### config.mk
export PLATFORM = sky130hd
export DESIGN_NAME = gb_capture_flat
export DESIGN_NICKNAME = d
export VERILOG_FILES = /design/src/rtl/gb_capture_if.sv /design/src/rtl/gb_capture.sv /design/src/flat_wrapper.sv
export SDC_FILE = /design/constraint.sdc
export NUM_CORES = 1
export LEC_CHECK = 0
export CAP_MARGIN = 20
export CORE_MARGIN = 5
export CORE_UTILIZATION = 45
export DETAILED_ROUTE_END_ITERATION = 6
export PLACE_DENSITY_LB_ADDON = 0.08
export SYNTH_ARGS = -nofsm -noshare
export SYNTH_HDL_FRONTEND = slang
export SYNTH_SLANG_ARGS = --single-unit
### constraint.sdc
create_clock -name clk -period 2.3 [get_ports clk]
set_input_delay 0.69 -clock clk [delete_from_list [all_inputs] [get_ports clk]]
set_output_delay 0.69 -clock clk [all_outputs]
set_load 0.005 [all_outputs]
### src/rtl/gb_capture_if.sv
// Frame-buffer write bus produced by the Game Boy capture stage.
// master: the capture stage (drives writes); slave: the frame buffer.
interface gb_capture_if #(
  parameter int unsigned ADDR_W = 15
) ();

  logic              wr_en;
  logic [ADDR_W-1:0] wr_addr;
  logic [1:0]        wr_data;
  logic              frame_start;
  logic              frame_done;

  modport master (
    output wr_en,
    output wr_addr,
    output wr_data,
    output frame_start,
    output frame_done
  );

  modport slave (
    input wr_en,
    input wr_addr,
    input wr_data,
    input frame_start,
    input frame_done
  );

endinterface

### src/rtl/gb_capture.sv
// Game Boy LCD tap capture: synchronises pixclk/hsync/vsync/gb_d into clk, tracks the
// pixel position and issues one frame-buffer write (linear address + shade) per pixel.
module gb_capture #(
  parameter int unsigned H_PIXELS    = 160,
  parameter int unsigned V_LINES     = 144,
  parameter int unsigned SYNC_STAGES = 2,
  parameter int unsigned ADDR_W      = 15
) (
  input  logic         clk,
  input  logic         rst,
  input  logic         pixclk_i,
  input  logic         hsync_i,
  input  logic         vsync_i,
  input  logic [1:0]   gb_d_i,
  input  logic         err_clr_i,
  gb_capture_if.master wr_if,
  output logic         line_err_o,
  output logic         ovf_err_o
);

  localparam int unsigned XW = $clog2(H_PIXELS + 1);
  localparam int unsigned YW = $clog2(V_LINES + 1);
  localparam logic [XW-1:0]     XMax     = XW'(H_PIXELS);
  localparam logic [YW-1:0]     YMax     = YW'(V_LINES);
  localparam logic [ADDR_W-1:0] HStep    = ADDR_W'(H_PIXELS);
  localparam logic [ADDR_W-1:0] LastAddr = ADDR_W'(H_PIXELS * V_LINES - 1);

  typedef enum logic [0:0] {StIdle, StRun} state_e;

  // Synchronisers
  logic [SYNC_STAGES-1:0]      pix_sync_q, hs_sync_q, vs_sync_q;
  logic [SYNC_STAGES-1:0][1:0] d_sync_q;
  logic                        pix_s, hs_s, vs_s;
  logic [1:0]                  d_s;

  // Registered pixel event with the side signals sampled alongside it
  logic       pix_prev_q;
  logic       ev_q, ev_hs_q, ev_vs_q;
  logic [1:0] ev_d_q;

  // Position tracking; x_q counts pixels seen on the current line
  state_e            state_q;
  logic [XW-1:0]     x_q, x_inc;
  logic [YW-1:0]     y_q, y_inc;
  logic [ADDR_W-1:0] base_q, base_next, pix_addr;
  logic              pix_ok, line_ok;

  // Registered outputs
  logic              wr_en_q, fs_q, fd_q;
  logic [ADDR_W-1:0] addr_q;
  logic [1:0]        data_q;
  logic              line_err_q, ovf_err_q;

  assign pix_s = pix_sync_q[SYNC_STAGES-1];
  assign hs_s  = hs_sync_q[SYNC_STAGES-1];
  assign vs_s  = vs_sync_q[SYNC_STAGES-1];
  assign d_s   = d_sync_q[SYNC_STAGES-1];

  // Shift the asynchronous inputs through the synchroniser chains
  always_ff @(posedge clk) begin
    if (rst) begin
      pix_sync_q <= '0;
      hs_sync_q  <= '0;
      vs_sync_q  <= '0;
      d_sync_q   <= '0;
    end else begin
      pix_sync_q <= {pix_sync_q[SYNC_STAGES-2:0], pixclk_i};
      hs_sync_q  <= {hs_sync_q[SYNC_STAGES-2:0], hsync_i};
      vs_sync_q  <= {vs_sync_q[SYNC_STAGES-2:0], vsync_i};
      d_sync_q   <= {d_sync_q[SYNC_STAGES-2:0], gb_d_i};
    end
  end

  // Detect pixclk falling edges and latch hsync/vsync/shade from the same cycle
  always_ff @(posedge clk) begin
    if (rst) begin
      pix_prev_q <= 1'b0;
      ev_q       <= 1'b0;
      ev_hs_q    <= 1'b0;
      ev_vs_q    <= 1'b0;
      ev_d_q     <= '0;
    end else begin
      pix_prev_q <= pix_s;
      ev_q       <= pix_prev_q & ~pix_s;
      ev_hs_q    <= hs_s;
      ev_vs_q    <= vs_s;
      ev_d_q     <= d_s;
    end
  end

  // Saturating position increments and candidate write addresses
  always_comb begin
    x_inc     = (x_q == XMax) ? x_q : x_q + XW'(1);
    y_inc     = (y_q == YMax) ? y_q : y_q + YW'(1);
    pix_ok    = (x_q != XMax) && (y_q != YMax);
    line_ok   = (y_inc != YMax);
    base_next = base_q + HStep;
    pix_addr  = base_q + ADDR_W'(x_q);
  end

  // Capture FSM: position tracking, write generation and sticky error flags
  always_ff @(posedge clk) begin
    if (rst) begin
      state_q    <= StIdle;
      x_q        <= '0;
      y_q        <= '0;
      base_q     <= '0;
      wr_en_q    <= 1'b0;
      fs_q       <= 1'b0;
      fd_q       <= 1'b0;
      addr_q     <= '0;
      data_q     <= '0;
      line_err_q <= 1'b0;
      ovf_err_q  <= 1'b0;
    end else begin
      wr_en_q <= 1'b0;
      fs_q    <= 1'b0;
      fd_q    <= 1'b0;
      // Clear first so a coincident new error below takes priority
      if (err_clr_i) begin
        line_err_q <= 1'b0;
        ovf_err_q  <= 1'b0;
      end
      if (ev_q) begin
        data_q <= ev_d_q;
        case (state_q)
          StIdle: begin
            if (ev_hs_q && ev_vs_q) begin
              state_q <= StRun;
              x_q     <= XW'(1);
              y_q     <= '0;
              base_q  <= '0;
              wr_en_q <= 1'b1;
              addr_q  <= '0;
              fs_q    <= 1'b1;
              fd_q    <= (LastAddr == '0);
            end
          end
          StRun: begin
            if (ev_hs_q) begin
              if (x_q != XMax) line_err_q <= 1'b1;
              x_q <= XW'(1);
              if (ev_vs_q) begin
                y_q     <= '0;
                base_q  <= '0;
                wr_en_q <= 1'b1;
                addr_q  <= '0;
                fs_q    <= 1'b1;
                fd_q    <= (LastAddr == '0);
              end else begin
                y_q <= y_inc;
                if (line_ok) begin
                  base_q  <= base_next;
                  wr_en_q <= 1'b1;
                  addr_q  <= base_next;
                  fd_q    <= (base_next == LastAddr);
                end else begin
                  ovf_err_q <= 1'b1;
                end
              end
            end else begin
              x_q <= x_inc;
              if (pix_ok) begin
                wr_en_q <= 1'b1;
                addr_q  <= pix_addr;
                fd_q    <= (pix_addr == LastAddr);
              end else begin
                ovf_err_q <= 1'b1;
              end
            end
          end
          default: state_q <= StIdle;
        endcase
      end
    end
  end

  assign wr_if.wr_en       = wr_en_q;
  assign wr_if.wr_addr     = addr_q;
  assign wr_if.wr_data     = data_q;
  assign wr_if.frame_start = fs_q;
  assign wr_if.frame_done  = fd_q;
  assign line_err_o        = line_err_q;
  assign ovf_err_o         = ovf_err_q;

endmodule

### src/flat_wrapper.sv
// flat-port wrapper written by rule: the top's interface ports become plain ports
module gb_capture_flat 
#(
  parameter int unsigned H_PIXELS    = 160,
  parameter int unsigned V_LINES     = 144,
  parameter int unsigned SYNC_STAGES = 2,
  parameter int unsigned ADDR_W      = 15
)
  (clk, rst, pixclk_i, hsync_i, vsync_i, gb_d_i, err_clr_i, line_err_o, ovf_err_o, wr_if_wr_en, wr_if_wr_addr, wr_if_wr_data, wr_if_frame_start, wr_if_frame_done);
  gb_capture_if #(.ADDR_W(ADDR_W)) wr_if_i ();
  input  logic clk;
  input  logic rst;
  input  logic pixclk_i;
  input  logic hsync_i;
  input  logic vsync_i;
  input  logic [1:0] gb_d_i;
  input  logic err_clr_i;
  output logic line_err_o;
  output logic ovf_err_o;
  output wire logic [$bits(wr_if_i.wr_en)-1:0] wr_if_wr_en;
  output wire logic [$bits(wr_if_i.wr_addr)-1:0] wr_if_wr_addr;
  output wire logic [$bits(wr_if_i.wr_data)-1:0] wr_if_wr_data;
  output wire logic [$bits(wr_if_i.frame_start)-1:0] wr_if_frame_start;
  output wire logic [$bits(wr_if_i.frame_done)-1:0] wr_if_frame_done;
  assign wr_if_wr_en = wr_if_i.wr_en;
  assign wr_if_wr_addr = wr_if_i.wr_addr;
  assign wr_if_wr_data = wr_if_i.wr_data;
  assign wr_if_frame_start = wr_if_i.frame_start;
  assign wr_if_frame_done = wr_if_i.frame_done;
  gb_capture #(.H_PIXELS(H_PIXELS), .V_LINES(V_LINES), .SYNC_STAGES(SYNC_STAGES), .ADDR_W(ADDR_W)) u_core (.clk(clk), .rst(rst), .pixclk_i(pixclk_i), .hsync_i(hsync_i), .vsync_i(vsync_i), .gb_d_i(gb_d_i), .err_clr_i(err_clr_i), .wr_if(wr_if_i), .line_err_o(line_err_o), .ovf_err_o(ovf_err_o));
endmodule
==> results.cfg, run 1 <==
[status]
outcome = finished, violations left
violations = setup timing

[grt]
antenna_found_initial = 0
use_met1_pct = 30.2
grt_max_degree = 24
busiest_layer = met2
gr-usage-met2_pct = 34.2
grt_pass1_vias = 3485
overflow = 0
grt_usage_pct = 21.8
grt.met3_usage_pct = 4.13
grt_pass1_wl_microns = 18100

[layout]
area_delta_synth_final_pct = 26.9
fin_nets = 550
final_cells = 641
n_antenna_cell = 0
drive_above_1_share_pct = 22.3

[pwr]
peakVddDrop_mv = 0.390
power.density_nw_per_um2 = 455
power.leakage_nw = 1.80

[floorplan]
die_h_microns = 103
dieWidth_microns = 103
start_util_pct = 45.5
design.die.area_sq_um = 10600
rows = 34
core-area_sq_um = 8550
io_pins = 30

[logic_synthesis]
yosysSeqAreaShare_pct = 36.0
synth_top_area_share_pct = 36.0
yosys-top-cells-count = 70 x dfxtp_1, 34 x nand2_1, 29 x nor2_1, 27 x o21ai_0, 26 x a21oi_1
yosys_warnings = 0
yosysMostFrequentCell = dfxtp_1
synth.distinct_cells = 70
synth_seq_cells = 70
syn-cell-area_sq_um = 3890
synth_largest_area_cell = dfxtp_1
synth_top_cells_by_area = dfxtp_1 36%, ha_1 4.2%, o21ai_0 3.5%
synth-main-ff-cell = dfxtp_1
syn_inst = 455
synth-async-reset-ratio_pct = 0
syn-num-nets = 477
synth_edf_count = 0
avgSynthCellArea_sq_um = 8.54

[sta]
final.setup.worst_slack_ps = -114
clock_skew_ps = 10.5
timing.final.crit_share_pct = 105
rsz0062_at_grt = yes
layout_min_cycle_time_ps = 2410
drv_slew = 0
final-hold-violation-count = 0
setup_viol = 5
max_freq_mhz = 414
worst_slew_pin_slew_ps = 764
finalSetupTns_ps = -372
max-slew-margin-rel_pct = 49.1

[placed_design]
hpwlAfterDp_microns = 8060
gp_congestion = 0.882
dp_cells = 621
port_buffers = 29

[clocking]
cts_made_buffers = 9
postCtsHoldBufs = 0
cts_tree = built
ctsLongestPathBuffers = 2
htreeDepth = 3
cts_root_buffer = clkbuf_8
path_clk_slew_ps = 90
clock-sinks = 70
clk_latency_ps = 360

[detailed_routing]
drt-wirelength-per-cell_microns = 17.1
via_count = 3751
dr.pass1.iters = 5
antenna_left = 0
drc_errors = 0
routed_via_density = 5.85
drtIter0Drc = 274
drt-total-wl_microns = 11000

[setup_path]
cp-end-kind = flip-flop
r2r-end = u_core.wr_if.frame_done$_SDFF_PP0_
crit_type = reg -> reg
cpPeakStageDelay_ps = 520
startpoint_type = flip-flop
r2r-start = u_core.x_q[0]$_SDFFE_PP0P_
slowest_stage = or4b_4
critical_path_depth = 8
critPathRequiredTime_ps = 2580
r2r_slack_ps = -110
cpLargestDelayFamily = compound AO/OA/AOI/OAI gates
crit_fanout = 3
cp.arrival_ps = 2690
cp_cell_sequence = ha_4 > fa_2 > a211o_1 > a21o_1 > a21oi_2 > xor2_1 > or4b_4 > o32ai_2
reg2reg_depth = 8
cp_num_buf_inv = 0

[hold_path]
min-delay-start = u_core.pix_sync_q[1]$_SDFF_PP0_
holdPathStages = 1
hp-class = reg -> reg
min_to = u_core.ev_q$_SDFF_PP0_

[run]
maxCapViolations = 0
per-layer routing:
layer  routed length [microns]  share of wire (%)
met2                      5110                 47
met5                         0                  0
met3                       649                5.9
met1                      4980                 45
met4                       223                2.0
report_power, final:
part           internal (mW)  switching (mW)  total [mW]
logic                 0.0237          0.0318      0.0555
clock network          0.415           0.548       0.962
registers               1.22         0.00494        1.23
total                   1.66           0.585        2.24
flip-flops by register name, indices dropped and copies added (netlist names), 2 cells and up:
name / cells
u_core.d_s: 2
u_core.vs_sync_q: 2
u_core.y_q: 8
u_core.pix_sync_q: 2
u_core.x_q: 8
u_core.wr_if.wr_data: 2
u_core.ev_d_q: 2
u_core.wr_if.wr_addr: 15
u_core.base_q: 15
u_core.d_sync_q: 2
u_core.hs_sync_q: 2
cells by family after synthesis:
logic type / after synthesis / share of synthesized area, %
flip-flops: 70 / 36.0
adder cells (fa/ha/maj): 14 / 4.70
AND/OR/NAND/NOR: 175 / 24.9
buffers and inverters: 40 / 5.57
XOR/XNOR: 18 / 4.06
AO/OA/AOI/OAI: 135 / 23.9
multiplexers: 3 / 0.772
worst register-to-register path, delay by kind of cell (launching register included):
| kind | cells | cell delay [ps] |
|---|---|---|
| AO/OA/AOI/OAI | 4 | 900 |
| XOR/XNOR | 1 | 70 |
| adder cells (fa/ha/maj) | 2 | 490 |
| flip-flops | 1 | 360 |
| AND/OR/NAND/NOR | 1 | 520 |
stage by stage:
step | area [sq um] | worst slack [ps] | power (mW) | hold WS (ps) | utilization [%]
final | 4930 | -114 | 2.24 | 430 | 57.7
after global placement | 4590 | -152 | 1.31 | 396 | 53.6
after floorplan | 3910 | -73.5 | 1.28 | 388 | -
after detailed placement | 4590 | -199 | 1.31 | 405 | 53.6
after CTS | 4790 | -136 | 2.27 | 434 | 56.0
after global routing | 4930 | -230 | 2.33 | 462 | 57.7
worst max path at each step:
stage | startpoint | endpoint
floorplan | u_core.x_q[0]$_SDFFE_PP0P_ | u_core.wr_if.frame_done$_SDFF_PP0_
finish | u_core.x_q[0]$_SDFFE_PP0P_ | u_core.wr_if.frame_done$_SDFF_PP0_
global route | u_core.x_q[0]$_SDFFE_PP0P_ | u_core.wr_if.frame_done$_SDFF_PP0_
global placement | u_core.x_q[0]$_SDFFE_PP0P_ | u_core.wr_if.wr_addr[8]$_SDFFE_PP0P_
CTS | u_core.x_q[0]$_SDFFE_PP0P_ | u_core.wr_if.frame_done$_SDFF_PP0_
detailed placement | u_core.x_q[0]$_SDFFE_PP0P_ | u_core.wr_if.frame_done$_SDFF_PP0_
timing repair:
item,4_1_cts,5_1_grt
pin swaps,15,16
buffers inserted,0,4
gates resized for setup,7,19
cloned,0,1
setup endpoints to repair,15,28
cell usage in the layout, fill, tap and decap left out, types with 3 or more instances in the layout:
cell and instances:
dfxtp_1 67, buf_4 57, nand2_1 33, nor2_1 28
clkdlybuf4s50_1 28, a21oi_1 25, o21ai_0 25, nor2b_1 20
a31oi_1 15, nand4_1 13, nand3_1 13, ha_1 12
inv_1 11, xnor2_1 9, nor3_1 9, nand2b_1 9
xor2_1 9, clkbuf_8 9, o31ai_1 8, or4_1 8
and2_1 7, or3_1 7, a21o_1 6, a22oi_1 6
and3_1 5, a211oi_2 5, a311oi_1 4, o211ai_1 4
o21a_1 3, o22ai_2 3, nor3b_1 3, mux2i_1 3
inv_6 3
layout make-up:
class	instances	area, sq um
Fill cell	799	3620
Multi-Input combinational cell	346	2400
Sequential cell	70	1410
Timing Repair Buffer	89	764
Tap cell	108	135
Clock buffer	9	124
Clock inverter	7	61.3
Inverter	12	45.0
Note: power is estimated with default switching activity, not from simulation.
==> run 2: changes to the inputs <==
--- a/config.mk
+++ b/config.mk
@@ -8,6 +8,7 @@
 export CAP_MARGIN = 20
 export CORE_MARGIN = 5
 export CORE_UTILIZATION = 45
+export CTS_CLUSTER_DIAMETER = 80
 export DETAILED_ROUTE_END_ITERATION = 6
 export PLACE_DENSITY_LB_ADDON = 0.08
 export SYNTH_ARGS = -nofsm -noshare
==> results of run 2 <==
The final DEF is identical to that of run 1; final timing and power are the same.
==> run 3: changes to the inputs <==
--- a/config.mk
+++ b/config.mk
@@ -6,7 +6,6 @@
 export NUM_CORES = 1
 export LEC_CHECK = 0
 export CAP_MARGIN = 20
-export CORE_MARGIN = 5
 export CORE_UTILIZATION = 45
 export CTS_CLUSTER_DIAMETER = 80
 export DETAILED_ROUTE_END_ITERATION = 6
==> run 3 against run 2 <==
  * The run still ends with setup timing left
  * Non-clock buffer count down 5
  * Combinational power up 4.1%
  * Clock-buffer cell count unchanged
  * First-iteration DRC count down 27%
  * Global-route usage up 2.9 points
  * Total power up 8.5%
  * Die area down 15%
  * Sequential power about the same
  * Register-to-register slack worse by 40 ps
  * Setup slack worse by 37 ps
  * Flip-flop and latch count unchanged
  * Design area down 1.0%
==> results.cfg, run 3 (synthesized netlist as in run 1, its figures left out) <==
[clocking]
htreeDepth = 3
cts_root_buffer = clkbuf_8
ctsLongestPathBuffers = 2
clock-sinks = 70
cts_made_buffers = 9
clk_latency_ps = 360
path_clk_slew_ps = 90
cts_tree = built

[detailed_routing]
drt-total-wl_microns = 10500
antenna_left = 0
drc_errors = 0
dr.pass1.iters = 5
drt-wirelength-per-cell_microns = 16.7
via_count = 3686
drtIter0Drc = 200
routed_via_density = 5.83

[layout]
drive_above_1_share_pct = 20.1
fin_util_pct = 58.8
fin_nets = 544
area_delta_synth_final_pct = 25.6
n_fill_cell = 758
layout_commonest_cell = dfxtp_1
n_antenna_cell = 0
final_cells = 632
layout_common_cells = 68 x dfxtp_1, 53 x buf_4, 33 x nand2_1

[sta]
max-slew-margin-rel_pct = 47.9
layout_min_cycle_time_ps = 2450
worst_slew_pin_slew_ps = 781
rsz0062_at_grt = yes
final-hold-violation-count = 0
timing.final.crit_share_pct = 107
drv_slew = 0
clock_skew_ps = 9.59
max_freq_mhz = 408
final.setup.worst_slack_ps = -151
finalSetupTns_ps = -270
setup_viol = 4

[pwr]
power.density_nw_per_um2 = 498
power.leakage_nw = 1.79
peakVddDrop_mv = 0.511
totalPowerFinal_mw = 2.43

[status]
violations = setup timing
outcome = finished, violations left

[floorplan]
core-area_sq_um = 8300
design.die.area_sq_um = 9010
start_util_pct = 46.8
io_pins = 30
dieWidth_microns = 94.9
die_h_microns = 94.9
rows = 33

[grt]
overflow = 0
grt_pass1_vias = 3458
antenna_found_initial = 0
grt_max_degree = 29
grt_usage_pct = 24.7
grt_pass1_wl_microns = 17000

[setup_path]
startpoint_type = flip-flop
cp_cell_sequence = ha_4 > fa_2 > a211o_1 > a21o_1 > a21oi_2 > xor2_1 > or4b_4 > o32ai_2
cpPeakStageDelay_ps = 510
r2r_slack_ps = -150
cp-end-kind = flip-flop
critPathRequiredTime_ps = 2570
crit_type = reg -> reg
slowest_stage = or4b_4
crit_fanout = 3
cp.arrival_ps = 2720

[placed_design]
dp_cells = 615
place_ws_ps = -243
port_buffers = 29
gp_congestion = 0.887
hpwlAfterDp_microns = 7840

[run]
maxCapViolations = 0

[hold_path]
hp-class = reg -> reg
run 3: cell types whose count changed in the layout (fill, tap and decap cells not counted), moves of 2 or more:
| cell | change |
|---|---|
| o22ai_1 | +4 |
| o22ai_2 | -3 |
| bufinv_16 | +2 |
| buf_4 | -4 |
run 3: worst max-delay path, delay by kind of cell, from the launching register on:
kind	cells	cell delay (ps)
AO/OA/AOI/OAI	4	930
adder cells (fa/ha/maj)	2	500
XOR/XNOR	1	80
AND/OR/NAND/NOR	1	510
flip-flops	1	360
run 3: layout make-up:
cell class | instances | area (sq um) | area share, %
Multi-Input combinational cell | 345 | 2360 | 48.3
Sequential cell | 70 | 1410 | 28.8
Timing Repair Buffer | 84 | 714 | 14.6
Tap cell | 105 | 131 | 2.69
Clock buffer | 9 | 124 | 2.54
Clock inverter | 7 | 104 | 2.13
Inverter | 12 | 45.0 | 0.922
run 3: repair_timing:
action / 4_1_cts / 5_1_grt
pin swaps: 13 / 7
endpoints found under the hold margin: 0 / 0
setup buffers: 1 / 1
resized for setup: 5 / 13
hold buffers: 0 / 0
setup endpoints to repair: 15 / 26
run 3: final timing paths:
path | from | to | cells after the start
worst max-delay path | u_core.x_q[0]$_SDFFE_PP0P_ | u_core.wr_if.frame_done$_SDFF_PP0_ | 8
worst min-delay path | u_core.pix_sync_q[1]$_SDFF_PP0_ | u_core.ev_q$_SDFF_PP0_ | 1
worst max register to register | u_core.x_q[0]$_SDFFE_PP0P_ | u_core.wr_if.frame_done$_SDFF_PP0_ | 8
worst min register to register | u_core.pix_sync_q[1]$_SDFF_PP0_ | u_core.ev_q$_SDFF_PP0_ | 1
run 3: per-layer routing:
layer  share of wire [%]  wire (microns)  global-route usage, %
met5                   0               0                      0
met4                 2.7             282                   8.08
met3                 5.7             605                   5.72
met2                  46            4820                   39.8
met1                  46            4830                   32.3
run 3: metrics by stage:
stage | hold slack [ps] | instance area (sq um)
after floorplan | 388 | 3910
after global placement | 407 | 4560
after detailed placement | 408 | 4560
after CTS | 428 | 4820
after global routing | 438 | 4880
final | 423 | 4880
run 3: where the power goes:
| part | switching (mW) | internal, mW |
|---|---|---|
| combinational | 0.0327 | 0.0251 |
| clock | 0.528 | 0.624 |
| sequential | 0.00427 | 1.22 |
| total | 0.565 | 1.87 |
